--- src/rtl/apb_master_ctrl.sv ---
// rtl/apb_master_ctrl.sv - APB3 master converting a valid/ready command stream into single APB transfers
//
// Purpose: accepts one command at a time, runs one APB SETUP/ACCESS transfer for it,
// and returns read data, slave error and timeout status on a valid/ready response.
// Errored responses are counted in a saturating counter.
//
// Ports:
//   PCLK, PRESETn          clock (rising edge), asynchronous active-low reset
//   cmd_valid/cmd_ready    command handshake; cmd_ready is high only while idle
//   cmd_write/addr/wdata   command direction, address and write data
//   rsp_valid/rsp_ready    response handshake
//   rsp_rdata              PRDATA on reads, 0 on writes and on timeout
//   rsp_err, rsp_timeout   PSLVERR or timeout; timeout abort flag
//   err_count              saturating count of handshaken responses with rsp_err = 1
//   PSELx..PWDATA          APB master outputs
//   PRDATA/PREADY/PSLVERR  APB slave inputs, only sampled in ACCESS
module apb_master_ctrl #(
   parameter int ADDR_W      = 1,
   parameter int DATA_W      = 32,
   parameter int TIMEOUT_CYC = 16,
   parameter int ERRCNT_W    = 16
) (
   input  logic                PCLK,
   input  logic                PRESETn,
   input  logic                cmd_valid,
   output logic                cmd_ready,
   input  logic                cmd_write,
   input  logic [ADDR_W-1:0]   cmd_addr,
   input  logic [DATA_W-1:0]   cmd_wdata,
   output logic                rsp_valid,
   input  logic                rsp_ready,
   output logic [DATA_W-1:0]   rsp_rdata,
   output logic                rsp_err,
   output logic                rsp_timeout,
   output logic [ERRCNT_W-1:0] err_count,
   output logic                PSELx,
   output logic                PENABLE,
   output logic                PWRITE,
   output logic [ADDR_W-1:0]   PADDR,
   output logic [DATA_W-1:0]   PWDATA,
   input  logic [DATA_W-1:0]   PRDATA,
   input  logic                PREADY,
   input  logic                PSLVERR
);

   typedef enum logic [1:0] {
      S_IDLE   = 2'd0,
      S_SETUP  = 2'd1,
      S_ACCESS = 2'd2,
      S_RESP   = 2'd3
   } state_t;

   // Last legal wait count; reaching it with PREADY still low aborts the transfer.
   localparam logic [7:0] TIMEOUT_LAST = 8'(TIMEOUT_CYC - 1);

   state_t     state;
   state_t     state_nxt;
   logic [7:0] wait_cnt;
   logic       accept;
   logic       xfer_done;
   logic       timed_out;
   logic       rsp_hs;

   always_ff @(posedge PCLK or negedge PRESETn) begin
      if (!PRESETn) begin
         state <= S_IDLE;
      end else begin
         state <= state_nxt;
      end
   end

   // APB control and handshake outputs decode straight from the state register,
   // so an asynchronous reset drops them immediately.
   always_comb begin
      state_nxt = state;
      cmd_ready = 1'b0;
      PSELx     = 1'b0;
      PENABLE   = 1'b0;
      rsp_valid = 1'b0;
      accept    = 1'b0;
      xfer_done = 1'b0;
      timed_out = 1'b0;
      rsp_hs    = 1'b0;
      case (state)
         S_IDLE: begin
            cmd_ready = 1'b1;
            if (cmd_valid) begin
               accept    = 1'b1;
               state_nxt = S_SETUP;
            end
         end
         S_SETUP: begin
            PSELx     = 1'b1;
            state_nxt = S_ACCESS;
         end
         S_ACCESS: begin
            PSELx   = 1'b1;
            PENABLE = 1'b1;
            if (PREADY) begin
               xfer_done = 1'b1;
               state_nxt = S_RESP;
            end else if (wait_cnt == TIMEOUT_LAST) begin
               timed_out = 1'b1;
               state_nxt = S_RESP;
            end
         end
         S_RESP: begin
            rsp_valid = 1'b1;
            if (rsp_ready) begin
               rsp_hs    = 1'b1;
               state_nxt = S_IDLE;
            end
         end
         default: state_nxt = S_IDLE;
      endcase
   end

   // Address/data phase registers: loaded on acceptance, held through ACCESS and while idle.
   always_ff @(posedge PCLK or negedge PRESETn) begin
      if (!PRESETn) begin
         PWRITE <= 1'b0;
         PADDR  <= '0;
         PWDATA <= '0;
      end else if (accept) begin
         PWRITE <= cmd_write;
         PADDR  <= cmd_addr;
         PWDATA <= cmd_wdata;
      end
   end

   // Wait counter counts ACCESS cycles that saw PREADY low.
   always_ff @(posedge PCLK or negedge PRESETn) begin
      if (!PRESETn) begin
         wait_cnt <= '0;
      end else if (accept) begin
         wait_cnt <= '0;
      end else if (state == S_ACCESS && !PREADY && !timed_out) begin
         wait_cnt <= wait_cnt + 8'd1;
      end
   end

   // Response fields are written only when leaving ACCESS, so they stay
   // stable for the whole RESP state regardless of backpressure.
   always_ff @(posedge PCLK or negedge PRESETn) begin
      if (!PRESETn) begin
         rsp_rdata   <= '0;
         rsp_err     <= 1'b0;
         rsp_timeout <= 1'b0;
      end else if (xfer_done) begin
         rsp_rdata   <= PWRITE ? '0 : PRDATA;
         rsp_err     <= PSLVERR;
         rsp_timeout <= 1'b0;
      end else if (timed_out) begin
         rsp_rdata   <= '0;
         rsp_err     <= 1'b1;
         rsp_timeout <= 1'b1;
      end
   end

   always_ff @(posedge PCLK or negedge PRESETn) begin
      if (!PRESETn) begin
         err_count <= '0;
      end else if (rsp_hs && rsp_err && !(&err_count)) begin
         err_count <= err_count + 1'b1;
      end
   end

endmodule

--- config.mk ---
export PLATFORM = sky130hd
export DESIGN_NAME = apb_master_ctrl
export DESIGN_NICKNAME = d
export VERILOG_FILES = /design/src/rtl/apb_master_ctrl.sv
export SDC_FILE = /design/constraint.sdc
export NUM_CORES = 1
export LEC_CHECK = 0
export BUFFER_PORTS_ARGS = -buffer_cell sky130_fd_sc_hd__buf_2
export CAP_MARGIN = 20
export CORE_MARGIN = 2
export CORE_UTILIZATION = 48
export DETAILED_ROUTE_END_ITERATION = 12
export GPL_ROUTABILITY_DRIVEN = 0
export GPL_TIMING_DRIVEN = 0
export PLACE_DENSITY = 0.87
export SLEW_MARGIN = 10
export SYNTH_ARGS = -nofsm -noshare
export SYNTH_HDL_FRONTEND = slang
export SYNTH_SLANG_ARGS = --single-unit
--- constraint.sdc ---
create_clock -name PCLK -period 2.5 [get_ports PCLK]
set_input_delay 0 -clock PCLK [delete_from_list [all_inputs] [get_ports PCLK]]
set_output_delay 0 -clock PCLK [all_outputs]
set_load 0.005 [all_outputs]
==> parameters.txt <==
Parameter                              Value

Placed design
  Post-detailed-placement half-perimeter wirelength    6351 um
  Buffers on Ports    159

Routing
  Initial DRT Pass Iterations    4
  DRC violation count after routing    0
  Number of nets with antenna violations after routing    0
  DR vias    3267
  Detailed Route WL    10140 um
  Routed length on met2    5368 um
  Routed length on met3    570 um
  Initial detailed-routing violation count    100
  Top routing layer used    met4
  Wire length the detailed router placed on met1    3921 um
  Via density    5.211
  Average detailed-routed wire length per instance    16.16 um

Critical path
  Maximum cell stage delay along the critical path    0.47 ns
  Kind of launch point of the worst setup path    register
  Register-to-Register Setup Slack    0.41 ns
  Critical path start-end classification    reg2reg
  Required time of the critical path    2.73 ns
  Register-to-Register Path Depth    6
  Arrival time of data at the critical path endpoint    2.32 ns
  Launch point of the worst reg-to-reg path    state[0]
  CP max-delay cell    sky130_fd_sc_hd__clkbuf_1
  FF-to-FF End    PWDATA[4]
  Most used cell, CP    sky130_fd_sc_hd__clkbuf_1
  Cell-by-cell trace of the critical path    inv_1 -> ha_1 -> and2_1 -> clkbuf_1 -> clkbuf_1 -> mux2_2
  Largest fanout on the critical path    10
  CP Capture Type    register

GRT
  Via count of the first global-routing pass    3410
  Global-route wire length before repair    16170 um
  Global route total overflow    0
  Initial antenna violation count    0
  Pin count of the biggest net entering global routing    50
  GRT Overall Usage    0.2397

Pwr
  Pwr Total    5.392 mW
  Maximum vdd drop    0.5641 mV
  Leakage power of the design    2.870 nW
  Power per cell area    956.8 nW/um^2

STA
  Clock tree skew after final layout    0.01132 ns
  Final min period    2.092 ns
  Final count of pins violating max slew    0
  Number of setup violations in the final report    0
  Number of hold violations in the final report    0
  Fmax    477.9 MHz
  Worst slew margin    0.5874
  Accumulated negative setup slack    0 ns
  RSZ-0062 raised after global routing    no
  Transition time at the pin with the least slew margin    0.6189 ns
  Final Cycle Share    0.8370

Logic synthesis
  Nets in the synthesized netlist    358
  Summed instance area of the synthesized netlist    3817 um^2
  EDFF count, synth    0
  Synth Area per Inst    13.63 um^2
  Area share of the largest cell type after synthesis    0.6162
  Number of distinct library cells after synthesis    36
  Most used flip-flop cell after synthesis    sky130_fd_sc_hd__dfrtp_1
  Register area share after synthesis    0.6162
  Cell taking the most area after synthesis    sky130_fd_sc_hd__dfrtp_1
  Count of mapped cells out of synthesis    280
  Leading post-synthesis cells by instance count    sky130_fd_sc_hd__dfrtp_1, sky130_fd_sc_hd__mux2_2, sky130_fd_sc_hd__a22o_1, sky130_fd_sc_hd__xor2_1
  Number of storage elements in the synthesis netlist    94
  Most common cell in the synthesized netlist    sky130_fd_sc_hd__dfrtp_1
  Post-synth ARST share    1.000
  Ranking of synthesized cells by area    sky130_fd_sc_hd__dfrtp_1, sky130_fd_sc_hd__mux2_2, sky130_fd_sc_hd__a22o_1, sky130_fd_sc_hd__xor2_1, sky130_fd_sc_hd__ha_1
  Synth warnings    0

Clock network
  Clock slew seen by the registers of the worst setup and hold paths    0.09 ns
  Number of buffers created by CTS    9
  Clock buffer depth    2
  Cell chosen for the clock root    sky130_fd_sc_hd__clkbuf_8
  TritonCTS clock tree    yes
  Level count of the clock H-tree    3
  Skew-Pair Late Insertion Delay    0.35 ns
  Number of sinks driven by the clock tree    94
  Number of cells upsized or downsized after cts    0
  Number of post-CTS setup repair buffers    0

Floorplan
  Initial standard-cell utilization of the core    0.4940
  Die area    8683 um^2
  Number of cell rows    32
  IO Count    160
  Die height    93.18 um
  CORE AREA    7727 um^2
  Overall die width    93.18 um

Job
  Max cap viols    0

Worst hold path
  Hold Crit Start    cmd_valid
  Hold worst-path end    state[0]
  Hold Path Depth    4
  Hold WC Path Type    in2reg

Layout
  Proportion of layout cells with a drive suffix above 1    0.4267
  Layout filler cell count    496
  NumNets Final    598
  Area growth from synthesis to layout    47.62%
  Inserted Diodes    0
  Register area    2352 um^2
  Area occupied by multi-input gates    1389 um^2

Outcome
  Outcome    finished clean
## metrics by stage
step	setup slack, ns	util	hold slack (ns)	cells	area [um^2]
3_3_place_gp	0.4814	0.6135	0.2156	541	4741
4_1_cts	0.4235	0.7293	0.07266	627	5635
5_1_grt	0.2243	0.7293	0.1178	627	5635
6_report	0.4075	0.7293	0.09307	627	5635
3_5_place_dp	0.4426	0.6164	0.06145	542	4763
2_1_floorplan	0.6891	-	-0.2956	280	3817
## what timing repair did
item / 4_1_cts / 5_1_grt
endpoints found under the setup margin: 0 / 0
hold endpoints to repair: 116 / 0
hold buffers: 69 / 0
## state kept, by name, indices dropped and copies added (netlist names)
name	flops
PADDR	1
PWDATA	32
PWRITE	1
err_count	16
rsp_err	1
rsp_rdata	32
rsp_timeout	1
state	2
wait_cnt	8
## routing by layer
layer,GRT usage,vias to the layer above
met3,0.04835,27
met1,0.2712,1609
li1,-,1495
met2,0.4396,136
met4,0.09926,0
met5,0,-
## worst max-delay path: cells and delay by family, from the launching register on
kind                     cells  cell delay, ns
buffers and inverters        3            0.86
multiplexers                 1            0.41
flip-flops                   1            0.40
adder cells (fa/ha/maj)      1            0.20
AND/OR/NAND/NOR              1            0.13
## power by group
| group | total [mW] | switching (mW) | internal (mW) | leakage (nW) |
|---|---|---|---|---|
| sequential | 2.49 | 0.375 | 2.11 | 1.19 |
| combinational | 1.98 | 0.856 | 1.12 | 1.58 |
| clock | 0.924 | 0.530 | 0.395 | 0.0930 |
| total | 5.39 | 1.76 | 3.63 | 2.87 |
## layout make-up
| type | instances | share of cell area |
|---|---|---|
| Sequential cell | 94 | 0.4174 |
| Timing Repair Buffer | 229 | 0.2678 |
| Multi-Input combinational cell | 167 | 0.2464 |
| Clock buffer | 10 | 0.02442 |
| Tap cell | 102 | 0.02265 |
| Buffer | 13 | 0.009547 |
| Clock inverter | 6 | 0.007771 |
| Inverter | 6 | 0.003996 |
## cell families (layout without fill, tap and decap cells)
kind of cell               Yosys count  in the layout  share of synthesized area
xor gates and xnor gates            18             18                    0.04130
buffers and inverters               19            264                    0.01999
muxes                               39             39                     0.1144
adders and majority gates            6              6                    0.01967
and+or+nand+nor                     59             59                    0.09407
DFF                                 94             94                     0.6162
AOI/OAI and AO/OA                   45             45                    0.09440
## layout by cell type, fill, tap and decap left out, types with 4 or more instances in the layout
cell,synthesis,routed
sky130_fd_sc_hd__buf_2,4,162
sky130_fd_sc_hd__dfrtp_1,94,94
sky130_fd_sc_hd__dlygate4sd3_1,0,69
sky130_fd_sc_hd__mux2_2,37,37
sky130_fd_sc_hd__a22o_1,32,32
sky130_fd_sc_hd__xor2_1,14,14
sky130_fd_sc_hd__nor2_1,10,10
sky130_fd_sc_hd__nor3_1,10,10
sky130_fd_sc_hd__clkbuf_8,0,10
sky130_fd_sc_hd__clkbuf_1,9,9
sky130_fd_sc_hd__nand2_1,7,7
sky130_fd_sc_hd__inv_1,6,6
sky130_fd_sc_hd__nand4_1,6,6
sky130_fd_sc_hd__nand3_1,6,6
sky130_fd_sc_hd__a21oi_1,6,6
sky130_fd_sc_hd__ha_1,6,6
sky130_fd_sc_hd__xnor2_1,4,4
## how the worst max path moves through the flow
stage / start / end
2_1_floorplan: state[0] / PWDATA[10]
3_3_place_gp: state[0] / PWDATA[17]
4_1_cts: state[0] / PWDATA[10]
3_5_place_dp: state[0] / PWDATA[10]
6_report: state[0] / PWDATA[4]
5_1_grt: state[0] / PWDATA[4]
(Power assumes the default switching activity.)
